$ cat config.mk
export PLATFORM = sky130hd
export DESIGN_NAME = step_dir_pulse_gen
export DESIGN_NICKNAME = d
export VERILOG_FILES = /design/src/rtl/step_gen_pkg.sv /design/src/rtl/step_timer.sv /design/src/rtl/step_dir_pulse_gen.sv
export SDC_FILE = /design/constraint.sdc
export NUM_CORES = 1
export LEC_CHECK = 0
export ABC_AREA = 1
export CAP_MARGIN = 20
export CORE_MARGIN = 5
export CORE_UTILIZATION = 40
export DETAILED_ROUTE_END_ITERATION = 12
export SYNTH_ARGS = -nofsm -noshare
export SYNTH_HDL_FRONTEND = slang
export SYNTH_SLANG_ARGS = --single-unit
$ cat constraint.sdc
create_clock -name clk -period 1.6 [get_ports clk]
set_clock_uncertainty 0.05 [all_clocks]
set_input_delay 0.32 -clock clk [delete_from_list [all_inputs] [get_ports clk]]
set_output_delay 0.32 -clock clk [all_outputs]
set_load 0.01 [all_outputs]
$ cat src/rtl/step_gen_pkg.sv
// Shared types and helpers for the step/dir pulse generator.
package step_gen_pkg;

    typedef enum logic [2:0] {
        StIdle,
        StSetup,
        StHigh,
        StLow,
        StDone
    } state_e;

    localparam int unsigned DefPulseCycles = 4;
    localparam int unsigned DefDirSetup    = 2;

    // Rise-to-rise period never shorter than equal high and low times.
    function automatic int unsigned peff_clamp(input int unsigned period,
                                               input int unsigned pulse_cycles);
        return (period > 2 * pulse_cycles) ? period : 2 * pulse_cycles;
    endfunction

endpackage

$ cat src/rtl/step_timer.sv
// Loadable down-counter; expire is high for the last cycle of a loaded interval.
module step_timer #(
    parameter int unsigned DIV_W = 16
) (
    input  logic             clk,
    input  logic             rst_n,
    input  logic             load,
    input  logic [DIV_W-1:0] value,
    output logic             expire
);

    logic [DIV_W-1:0] cnt_q;

    always_ff @(posedge clk or negedge rst_n) begin
        if (!rst_n) begin
            cnt_q <= '0;
        end else if (load) begin
            cnt_q <= value;
        end else if (cnt_q != '0) begin
            cnt_q <= cnt_q - DIV_W'(1);
        end
    end

    // A load of V makes the owner act on the V-th following clock edge.
    assign expire = (cnt_q == DIV_W'(1));

endmodule

$ cat src/rtl/step_dir_pulse_gen.sv
// Command-side step/dir generator: accepts a move and emits timed step pulses.
module step_dir_pulse_gen
    import step_gen_pkg::*;
#(
    parameter int unsigned CNT_W        = 16,
    parameter int unsigned DIV_W        = 16,
    parameter int unsigned PULSE_CYCLES = DefPulseCycles,
    parameter int unsigned DIR_SETUP    = DefDirSetup
) (
    input  logic             clk,
    input  logic             rst_n,
    input  logic             cmd_valid,
    output logic             cmd_ready,
    input  logic [CNT_W-1:0] cmd_steps,
    input  logic             cmd_dir,
    input  logic [DIV_W-1:0] cmd_period,
    input  logic             cmd_half_step,
    input  logic             abort,
    input  logic             en_hold,
    output logic             step,
    output logic             dir,
    output logic             en,
    output logic             half_step,
    output logic             busy,
    output logic             done,
    output logic             aborted,
    output logic [CNT_W-1:0] steps_done
);

    state_e           state_q, state_d;
    logic [CNT_W-1:0] steps_q, steps_d;
    logic [DIV_W-1:0] peff_q, peff_d;
    logic [CNT_W-1:0] steps_done_q, steps_done_d;
    logic             step_q, step_d;
    logic             dir_q, dir_d;
    logic             half_q, half_d;
    logic             busy_q, busy_d;
    logic             done_q, done_d;
    logic             aborted_q, aborted_d;
    logic             abort_pend_q, abort_pend_d;

    logic             timer_load;
    logic [DIV_W-1:0] timer_value;
    logic             timer_expire;
    logic             abort_now;

    step_timer #(
        .DIV_W(DIV_W)
    ) u_timer (
        .clk   (clk),
        .rst_n (rst_n),
        .load  (timer_load),
        .value (timer_value),
        .expire(timer_expire)
    );

    assign cmd_ready = (state_q == StIdle) & ~abort;
    assign abort_now = abort_pend_q | abort;

    always_comb begin
        state_d      = state_q;
        steps_d      = steps_q;
        peff_d       = peff_q;
        steps_done_d = steps_done_q;
        step_d       = step_q;
        dir_d        = dir_q;
        half_d       = half_q;
        busy_d       = busy_q;
        done_d       = 1'b0;
        aborted_d    = aborted_q;
        abort_pend_d = abort_pend_q;
        timer_load   = 1'b0;
        timer_value  = '0;

        unique case (state_q)
            StIdle: begin
                if (cmd_valid && cmd_ready) begin
                    steps_d      = cmd_steps;
                    peff_d       = DIV_W'(peff_clamp(32'(cmd_period), PULSE_CYCLES));
                    dir_d        = cmd_dir;
                    half_d       = cmd_half_step;
                    steps_done_d = '0;
                    aborted_d    = 1'b0;
                    abort_pend_d = 1'b0;
                    if (cmd_steps == '0) begin
                        done_d  = 1'b1;
                        state_d = StDone;
                    end else begin
                        busy_d      = 1'b1;
                        timer_load  = 1'b1;
                        timer_value = DIV_W'(DIR_SETUP);
                        state_d     = StSetup;
                    end
                end
            end
            StSetup, StLow: begin
                if (abort) abort_pend_d = 1'b1;
                if (timer_expire) begin
                    if (abort_now || (state_q == StLow && steps_done_q == steps_q)) begin
                        done_d    = 1'b1;
                        aborted_d = abort_now;
                        state_d   = StDone;
                    end else begin
                        step_d       = 1'b1;
                        steps_done_d = steps_done_q + CNT_W'(1);
                        timer_load   = 1'b1;
                        timer_value  = DIV_W'(PULSE_CYCLES);
                        state_d      = StHigh;
                    end
                end
            end
            StHigh: begin
                // The pulse always runs its full width; abort only takes effect after LOW.
                if (abort) abort_pend_d = 1'b1;
                if (timer_expire) begin
                    step_d      = 1'b0;
                    timer_load  = 1'b1;
                    timer_value = peff_q - DIV_W'(PULSE_CYCLES);
                    state_d     = StLow;
                end
            end
            StDone: begin
                busy_d  = 1'b0;
                state_d = StIdle;
            end
            default: begin
                state_d = StIdle;
            end
        endcase
    end

    always_ff @(posedge clk or negedge rst_n) begin
        if (!rst_n) begin
            state_q      <= StIdle;
            steps_q      <= '0;
            peff_q       <= '0;
            steps_done_q <= '0;
            step_q       <= 1'b0;
            dir_q        <= 1'b0;
            half_q       <= 1'b0;
            busy_q       <= 1'b0;
            done_q       <= 1'b0;
            aborted_q    <= 1'b0;
            abort_pend_q <= 1'b0;
        end else begin
            state_q      <= state_d;
            steps_q      <= steps_d;
            peff_q       <= peff_d;
            steps_done_q <= steps_done_d;
            step_q       <= step_d;
            dir_q        <= dir_d;
            half_q       <= half_d;
            busy_q       <= busy_d;
            done_q       <= done_d;
            aborted_q    <= aborted_d;
            abort_pend_q <= abort_pend_d;
        end
    end

    assign step       = step_q;
    assign dir        = dir_q;
    assign half_step  = half_q;
    assign busy       = busy_q;
    assign done       = done_q;
    assign aborted    = aborted_q;
    assign steps_done = steps_done_q;
    assign en         = busy_q | en_hold;

endmodule

==> run summary, run 1 <==
The flow ran to the end, but the final reports show violations. The clock drives 74 sinks. The number of port buffers is 62, and the vias per cell is 4.95.

The maximum fanout along the worst path was 6; the final cycle utilization of the critical path was 114%. The mean area per synthesized cell came out at 7.40 um2. The final sum of negative setup slack was -5.66 ns. No sink is reached through more buffers than the 2 on the longest clock path. The buffers plus inverters on the worst setup path is 3, and the number of H-tree branching levels is 3. Including well taps, the total number of placed cells is 916. The setup slack of the critical path after layout was -0.225 ns.

The logs give 0.34 ns for the latest clock arrival within the worst-skew pair and 0.548 GHz for the highest achievable clock rate. Once the floorplan was initialized, standard cells occupied 41.1% of the core. The final routed wirelength across all metal layers was 13800 um; the power density normalized to cell area was 584 nW/um2.

The signal on the critical path passes through inv_2 > nand2_1 > nand2_1 > nor2_1 > nand2_1 > nor2_2 > nand3_2 > nand4_4 > buf_4 > buf_6 > nand4_1 > a21oi_1. TritonCTS built the clock tree. For this run, asynchronously set or reset flops after synthesis account for 100%. The die is 116 um tall.

Detailed placement finished with a half-perimeter wire length of 9780 um. The final count of hold timing violations was 0. After detailed routing, the average wire length per cell comes to 14.3 um.

The overall global routing resource usage is 21.0%, and the required time of the worst setup path is 1.81 ns. The synthesis warning total was 0. The detail route stage leaves a number of antenna-violating nets equal to 0.

For the first-iteration detailed-routing DRC count, the log shows 272. The cell at the root of the clock tree was sky130_fd_sc_hd__clkbuf_16. The cell at the slowest stage of the critical path is sky130_fd_sc_hd__dfrtp_2. Synthesis produced a netlist whose cell count is 608.

After floorplanning, the core was divided into 38 placement rows. The number of flip-flops and latches in the synthesized netlist works out to 74. The total power after layout was 0.00418 W.

TritonCTS created 9 clock buffers. In this run the critical register-to-register path is captured at u_timer.cnt_q[6]$_DFFE_PN0P_. The finished layout holds 964 standard cells, fillers aside. The peak supply drop is 357 uV. Entering global routing, the biggest net connects 44 pins. The worst setup path is captured at a flop. Fill cells in the final layout number 924.

The checks that failed: negative setup slack. The die outline width is 116 um. Sequential elements use 41.2% of the synthesized area. The clock slew at the register clock pins of the worst setup and hold paths was 0.06 ns; the total setup violations reported at the end of the flow was 35. The time the final worst path needs with I/O delays and setup is 1.83 ns, and the first-pass GRT wire length is 22400 um. The total overflow left after global routing is 0.

The worst setup path is of the reg -> reg kind. The initial antenna violation count is 0. Setup repair after global routing could not meet its margin everywhere. The worst setup path is launched from a flop. The area growth from synthesis to layout is 59.1%.

The routed layout has 4771 vias. The run gives 4 as the number of detailed-routing iterations run before antenna repair. The most numerous cell on the critical path is sky130_fd_sc_hd__nand2_1.

The path class of the tightest hold or removal check is in -> async. The number of enable-type register cells in the synthesized netlist came out at 0. The top cell family by delay on the critical path was simple AND/OR/NAND/NOR gates.

Max-cap violations in this run came to 0. The die covers 13500 um2. The critical path's largest stage delay is 0.45 ns, and the count of cell instances traversed by the critical path is 12. The setup check on the worst reg-to-reg path leaves a slack of -0.23 ns. The number of global-route vias before repair is 4765.

In the routed design, unresolved DRC markers number 0. In the final design database the tool counted 863 nets. The predominant post-synthesis flop cell was sky130_fd_sc_hd__dfrtp_1. Slew at the pin closest to its max-slew limit: 0.418 ns. Routability-driven placement finished with a final weighted congestion of 0.852. In this run the cell area of the synthesized design comes to 4500 um2. The run gives 63 as the count of boundary I/O pins. The tools report the startpoint of the worst register-to-register path as steps_done[10]$_DFFE_PN0P_. Cells with a size suffix above 1 make up 35.9% of the layout. In this run, distinct cell masters in the synthesized netlist total 41. For the leakage dissipation, the log shows 3.49 nW.

In this run the tightest slew margin relative to its limit is 72.1%. The critical path starts at steps_done[10]$_DFFE_PN0P_. Counting every net in the synthesized netlist gives 652. For the worst setup path, the data arrival time is 2.04 ns. 0 antenna diodes ended up in the layout. The core region is 10900 um2. The count of final max-slew check failures is 0.

For the worst flop-to-flop path, the logic depth is 12.
-- metal layers --
layer / global-route usage, % / vias to the layer above / wire, um
li1: - / 2375 / -
met1: 26.7 / 2294 / 5980
met2: 36.9 / 89 / 6980
met3: 3.45 / 13 / 664
met4: 5.80 / 0 / 127
met5: 0 / - / 0
-- Yosys cell counts (2+ instances only) --
| cell type | count | area (um2) |
|---|---|---|
| sky130_fd_sc_hd__o211ai_1 | 2 | 15.0 |
| sky130_fd_sc_hd__inv_1 | 67 | 251 |
| sky130_fd_sc_hd__nand2_2 | 3 | 18.8 |
| sky130_fd_sc_hd__nor4_1 | 7 | 43.8 |
| sky130_fd_sc_hd__buf_4 | 3 | 22.5 |
| sky130_fd_sc_hd__nor2_1 | 58 | 218 |
| sky130_fd_sc_hd__o31ai_1 | 2 | 15.0 |
| sky130_fd_sc_hd__ha_1 | 5 | 62.6 |
| sky130_fd_sc_hd__inv_2 | 9 | 33.8 |
| sky130_fd_sc_hd__a21oi_1 | 15 | 75.1 |
| sky130_fd_sc_hd__clkbuf_1 | 6 | 22.5 |
| sky130_fd_sc_hd__nand3_1 | 26 | 130 |
| sky130_fd_sc_hd__o22ai_1 | 2 | 12.5 |
| sky130_fd_sc_hd__nor2_4 | 2 | 22.5 |
| sky130_fd_sc_hd__nor2_2 | 6 | 37.5 |
| sky130_fd_sc_hd__xor2_1 | 23 | 201 |
| sky130_fd_sc_hd__buf_6 | 4 | 45.0 |
| sky130_fd_sc_hd__or2_2 | 13 | 81.3 |
| sky130_fd_sc_hd__nand2_1 | 173 | 649 |
| sky130_fd_sc_hd__buf_2 | 8 | 40.0 |
| sky130_fd_sc_hd__nor3_1 | 7 | 35.0 |
| sky130_fd_sc_hd__nand3_2 | 2 | 20.0 |
| sky130_fd_sc_hd__nand4_1 | 23 | 144 |
| sky130_fd_sc_hd__o21ai_2 | 2 | 17.5 |
| sky130_fd_sc_hd__dfrtp_1 | 74 | 1850 |
| sky130_fd_sc_hd__o21ai_0 | 31 | 155 |
| sky130_fd_sc_hd__xnor2_1 | 10 | 87.6 |
| sky130_fd_sc_hd__o21ai_1 | 12 | 60.1 |
-- sequential cells by signal, summed over array words and instances (netlist names) --
name	count
peff_q	16
steps_done	16
steps_q	16
u_timer.cnt_q	16
state_q	3
abort_pend_q	1
aborted	1
busy	1
dir	1
done	1
half_step	1
step	1
-- power breakdown --
group | switching (W) | internal (W)
Clock | 0.000819 | 0.00129
Sequential | 0.0000000000000000000335 | 0.00187
Combinational | 0.0000792 | 0.000120
Total | 0.000898 | 0.00328
-- layout make-up --
cell class | count | area [um2] | area share, %
Sequential cell | 74 | 1860 | 26.0
Timing Repair Buffer | 219 | 1940 | 27.1
Clock buffer | 12 | 256 | 3.58
Clock inverter | 4 | 50.0 | 0.699
Multi-Input combinational cell | 438 | 2580 | 36.0
Inverter | 76 | 293 | 4.09
Timing Repair inverter | 1 | 5.00 | 0.0699
Tap cell | 140 | 175 | 2.45
-- logic make-up after synthesis --
| family | count (synthesis) | synth area share (%) |
|---|---|---|
| AO/OA/AOI/OAI | 69 | 8.32 |
| XOR/XNOR | 33 | 6.43 |
| adder cells (fa/ha/maj) | 5 | 1.39 |
| buffers and inverters | 97 | 9.23 |
| flip-flops | 74 | 41.2 |
| AND/OR/NAND/NOR | 330 | 33.5 |
-- cell usage in the layout, fill, tap and decap left out, types with 17 or more instances in the layout --
cell and instances:
sky130_fd_sc_hd__buf_4 133, sky130_fd_sc_hd__clkdlybuf4s50_1 38, sky130_fd_sc_hd__dfrtp_1 67, sky130_fd_sc_hd__dlygate4sd2_1 18, sky130_fd_sc_hd__inv_1 57, sky130_fd_sc_hd__inv_2 17
sky130_fd_sc_hd__nand2_1 153, sky130_fd_sc_hd__nand3_1 23, sky130_fd_sc_hd__nand4_1 23, sky130_fd_sc_hd__nor2_1 48, sky130_fd_sc_hd__o21ai_0 25, sky130_fd_sc_hd__xor2_1 22
-- what timing repair did --
item	4_1_cts	5_1_grt
hold buffers	1	0
gates cloned	2	4
setup buffers	14	13
setup endpoints to repair	60	47
pin swaps	14	23
resized for setup	85	68
hold endpoints to repair	22	0
-- how the worst max path moves through the flow --
| stage | end | slack (ns) |
|---|---|---|
| floorplan | u_timer.cnt_q[15]$_DFFE_PN0P_ | -0.03 |
| global placement | u_timer.cnt_q[13]$_DFFE_PN0P_ | -0.44 |
| detailed placement | u_timer.cnt_q[12]$_DFFE_PN0P_ | -0.46 |
| CTS | cmd_ready | -0.20 |
| global route | u_timer.cnt_q[13]$_DFFE_PN0P_ | -0.35 |
| finish | u_timer.cnt_q[6]$_DFFE_PN0P_ | -0.23 |
-- per-stage QoR --
| step | hold WS, ns | cell area [um2] | utilization, % | setup slack, ns |
|---|---|---|---|---|
| floorplan | -0.0256 | 4530 | - | -0.0310 |
| global placement | 0.208 | 6180 | 56.5 | -0.436 |
| detailed placement | 0.209 | 6180 | 56.5 | -0.462 |
| CTS | 0.397 | 6780 | 62.0 | -0.202 |
| global route | 0.440 | 7160 | 65.4 | -0.355 |
| finish | 0.395 | 7160 | 65.4 | -0.225 |
No activity file was read; power rests on OpenSTA's default activity.
==> inputs of run 2 (changes only) <==
Settings changed: ABC_AREA 1 to default.
==> run 2 against run 1 <==
The flow still finishes with violations (negative setup slack); count of clock-buffer cells in the layout decreased by 1; first-iteration DRC count shrank 57%; routed wire length is 9.8% lower; core utilization up 1.1 points; synthesized cell count down 34%; setup slack got worse by 0.44 ns; register-to-register slack worse by 0.44 ns; global-route usage decreased by 0.89 points; critical path depth down 4; critical path type unchanged; largest cell class unchanged; largest power group is now sequential cells.
==> run summary, run 2 <==
The flow ran to the end, but the final reports show violations. The checks that failed: negative setup slack. The number of enable-type register cells in the synthesized netlist is 0, and the slew at the pin closest to its max-slew limit is 0.428 ns. The cell at the root of the clock tree is sky130_fd_sc_hd__clkbuf_8. For the core area, the log shows 10100 um2. Measured along the y axis, the die boundary spans 111 um. Leaving out fill and tap cells, the most frequent cells in the layout are sky130_fd_sc_hd__buf_4, sky130_fd_sc_hd__dfrtp_1, sky130_fd_sc_hd__nand2_1. Setup repair after global routing could not meet its margin everywhere. After filler insertion, the fill cell instance count of the layout stands at 784. Of the synthesized area, sequential elements account for 45.3%. Share of the synthesized area in the top cell type: 45.3%.

The vias per cell was 5.15; the data arrival time of the worst path was 2.48 ns. The tools report the leakage dissipation as 3.14 nW. Final routed wirelength across all metal layers: 12400 um.

After synthesis the cells add up to 4090 um2. The worst path uses 141% of the clock period. The clock slew at the register clock pins of the worst setup and hold paths is 0.08 ns.

Overall global routing resource usage: 20.1%. The detailed router used layers up to and including met4. Synthesis produced 399 cells.

By startpoint and endpoint, the worst setup path is classified as reg -> reg. The signal on the critical path passes through or4_4 > nand4b_4 > buf_6 > nor2_4 > o22ai_4 > buf_4 > a211oi_2 > mux2i_1. The number of flip-flops and latches in the synthesized netlist is 74.

After routing the design area is 6750 um2. The repair_antennas step left the layout with diodes totalling 0. For this run, the leading register cell type out of synthesis is sky130_fd_sc_hd__dfrtp_1. The tools report the number of nets in the layout as 640. On the critical path, the stage with the largest delay is an instance of sky130_fd_sc_hd__or4_4. Cell type with the largest total area after synthesis: sky130_fd_sc_hd__dfrtp_1. The top cell family by delay on the critical path is simple AND/OR/NAND/NOR gates.

STA puts the critical path data required time at 1.82 ns. The final count of hold timing violations was 0; the combinational cell fraction of total power was 5.5%. Sorting the synthesized cells by area gives the leading types as sky130_fd_sc_hd__dfrtp_1, sky130_fd_sc_hd__mux2_2, sky130_fd_sc_hd__xor2_1. Counting distinct cell types in the post-synthesis netlist gives 47. In the post-synthesis netlist, the cell with the most instances is sky130_fd_sc_hd__dfrtp_1. For the setup slack of the critical path after layout, the log shows -0.661 ns. After synthesis, the most frequently instantiated cells are sky130_fd_sc_hd__dfrtp_1, sky130_fd_sc_hd__nand2_1, sky130_fd_sc_hd__mux2_2, sky130_fd_sc_hd__nor2_1, sky130_fd_sc_hd__xor2_1. Maximum fanout along the worst path: 4. Cell internal power was estimated by the tool at 0.00294 W. The number of port buffers was 62; the final sum of negative setup slack was -24.86 ns. The critical path's largest stage delay was 0.53 ns; the buffers plus inverters on the worst setup path was 2. The routed layout has 3790 vias. During synthesis, Yosys emitted a total of 0 warnings.

STA classifies the critical path startpoint as a flop. The first global-routing pass estimated 20100 um of wire. The logs give 0 for the initial antenna violation count and 447 um for the met3 routed wirelength. Setup violations remaining at the end of the flow were counted as 70.

For this design, the sink count on the clock tree is 74. For the worst-skew pair, the clock arrives at the later sink with an insertion delay of 0.35 ns. Dividing the detail-routed wire length by the instance count gives 16.8 um. The worst pin sits at a relative slew slack of 71.2%. The pre-antenna-repair detailed-routing pass consisted of 4 iterations. After floorplanning, the core was divided into 37 placement rows. The run gives 3 as the number of H-tree branching levels.

Once the floorplan was initialized, standard cells occupied 40.3% of the core. The minimum setup slack after placement is -0.720 ns, and the final HPWL from detailed placement is 8260 um. The library cell used most frequently in the layout, excluding fill and tap cells, is sky130_fd_sc_hd__buf_4. Compared with the post-synthesis result, the final layout area differs by 65.0%. The number of buffers between clock root and the deepest sink is 2, and the total grt overflow is 0. The worst setup path is captured at a flop. The worst-case hold slack is 0.222 ns. Routability-driven placement finished with a final weighted congestion of 0.814. The average instance in the mapped netlist occupies 10.2 um2. For this run, design rule violations remaining after detail routing come to 0. The logs give 117 for the first-iteration detailed-routing DRC count and 0 for the max-capacitance violation count. Measured on the finished design, the core utilization comes to 66.5%. Dividing total power by cell area gives a power density of 554 nW/um2.

The number of global-route vias before repair came out at 4019. Wire segments on met2 add up to 6220 um in the final route. In the final routing, the length of wire on met1 measures 5510 um. The time the final worst path needs with I/O delays and setup was 2.26 ns. The total nets after synthesis is 443. Sequential cells burn 50.0% of the power.

Fraction of power spent switching nets: 21.3%. The die covers 12300 um2. The run gives 5750 um2 as the total cell area at the placement stage. Entering global routing, the biggest net connects 75 pins. Proportion of synthesized flip-flops having asynchronous set or reset: 100%. For the count of boundary I/O pins, the log shows 63. The tightest min-delay check is of the in -> reg type. The count of final max-slew check failures was 0; the layout cell share with drive strength beyond 1 was 45.0%. Buffers inserted during clock tree synthesis total 9. The clock power share is 44.5%, and the switching power total is 0.000795 W. The run gives 0 as the remaining number of nets flagged by the antenna check after routing.

IR analysis of the VDD net gives a maximum drop of 658 uV. The die outline width is 111 um, and the highest achievable clock rate is 0.442 GHz. TritonCTS built the clock tree.
==> run 2: final cells by class <==
type	count	area, um2	share of cell area (%)
timing repair buffer	202	1870	27.7
tap	136	170	2.52
clock inverter	4	75.1	1.11
clock buffer	11	151	2.24
multi-input combinational	303	2610	38.7
inverter	6	22.5	0.334
sequential	74	1850	27.4
==> run 2: path summary, 6_finish.rpt <==
check	start	to	slack (ns)	cells past startpoint
worst min-delay path	cmd_steps[8]	steps_q[8]$_DFFE_PN0P_	0.22	2
worst max-delay path	u_timer.cnt_q[9]$_DFFE_PN0P_	steps_done[13]$_DFFE_PN0P_	-0.66	8
min in group asynchronous	rst_n	dir$_DFFE_PN0P_	0.48	3
max in group asynchronous	rst_n	busy$_DFFE_PN0P_	0.71	3
worst max register to register	u_timer.cnt_q[9]$_DFFE_PN0P_	steps_done[13]$_DFFE_PN0P_	-0.66	8
worst min register to register	step$_DFFE_PN0P_	step$_DFFE_PN0P_	0.45	1
==> run 2: logic make-up (layout without fill, tap and decap cells) <==
| family | Yosys count | count (layout) | synth area share, % |
|---|---|---|---|
| AND/OR/NAND/NOR | 156 | 156 | 19.9 |
| flip-flops | 74 | 74 | 45.3 |
| AO/OA/AOI/OAI | 51 | 51 | 9.03 |
| multiplexers | 48 | 48 | 12.7 |
| adder cells (fa/ha/maj) | 5 | 5 | 1.53 |
| buffers and inverters | 22 | 223 | 2.29 |
| XOR/XNOR | 43 | 43 | 9.21 |
==> run 2: through the flow <==
step,power (W),std cells
floorplan,0.00192,399
global placement,0.00210,691
detailed placement,0.00210,691
CTS,0.00376,730
global route,0.00388,736
finish,0.00374,736
==> run 2: worst reg2reg max path, stage by stage (launching register included) <==
cell and delay (ns):
sky130_fd_sc_hd__dfrtp_1 0.40, sky130_fd_sc_hd__or4_4 0.53, sky130_fd_sc_hd__nand4b_4 0.23, sky130_fd_sc_hd__buf_6 0.18, sky130_fd_sc_hd__nor2_4 0.15, sky130_fd_sc_hd__o22ai_4 0.11
sky130_fd_sc_hd__buf_4 0.15, sky130_fd_sc_hd__a211oi_2 0.17, sky130_fd_sc_hd__mux2i_1 0.21
==> run 2: timing repair <==
| action | in CTS | in global routing |
|---|---|---|
| gates cloned | 5 | 2 |
| pin swaps | 19 | 19 |
| buffers inserted | 21 | 9 |
| endpoints found under the setup margin | 96 | 80 |
| hold buffers | 1 | 0 |
| hold endpoints to repair | 74 | 0 |
| gates resized for setup | 109 | 46 |
==> run 2: routing by layer <==
metal | vias to the layer above | global-route usage [%]
met3 | 15 | 4.48
met5 | - | 0
met1 | 1874 | 25.8
li1 | 1821 | -
met2 | 80 | 33.8
met4 | 0 | 6.41
==> run 2: power groups by stage <==
stage,logic (W),clock network (W),registers [W]
2_1_floorplan,0.00000876,0,0.00191
3_3_place_gp,0.000195,0,0.00191
3_5_place_dp,0.000197,0,0.00191
4_1_cts,0.000204,0.00168,0.00187
5_1_grt,0.000224,0.00178,0.00187
6_report,0.000204,0.00166,0.00187
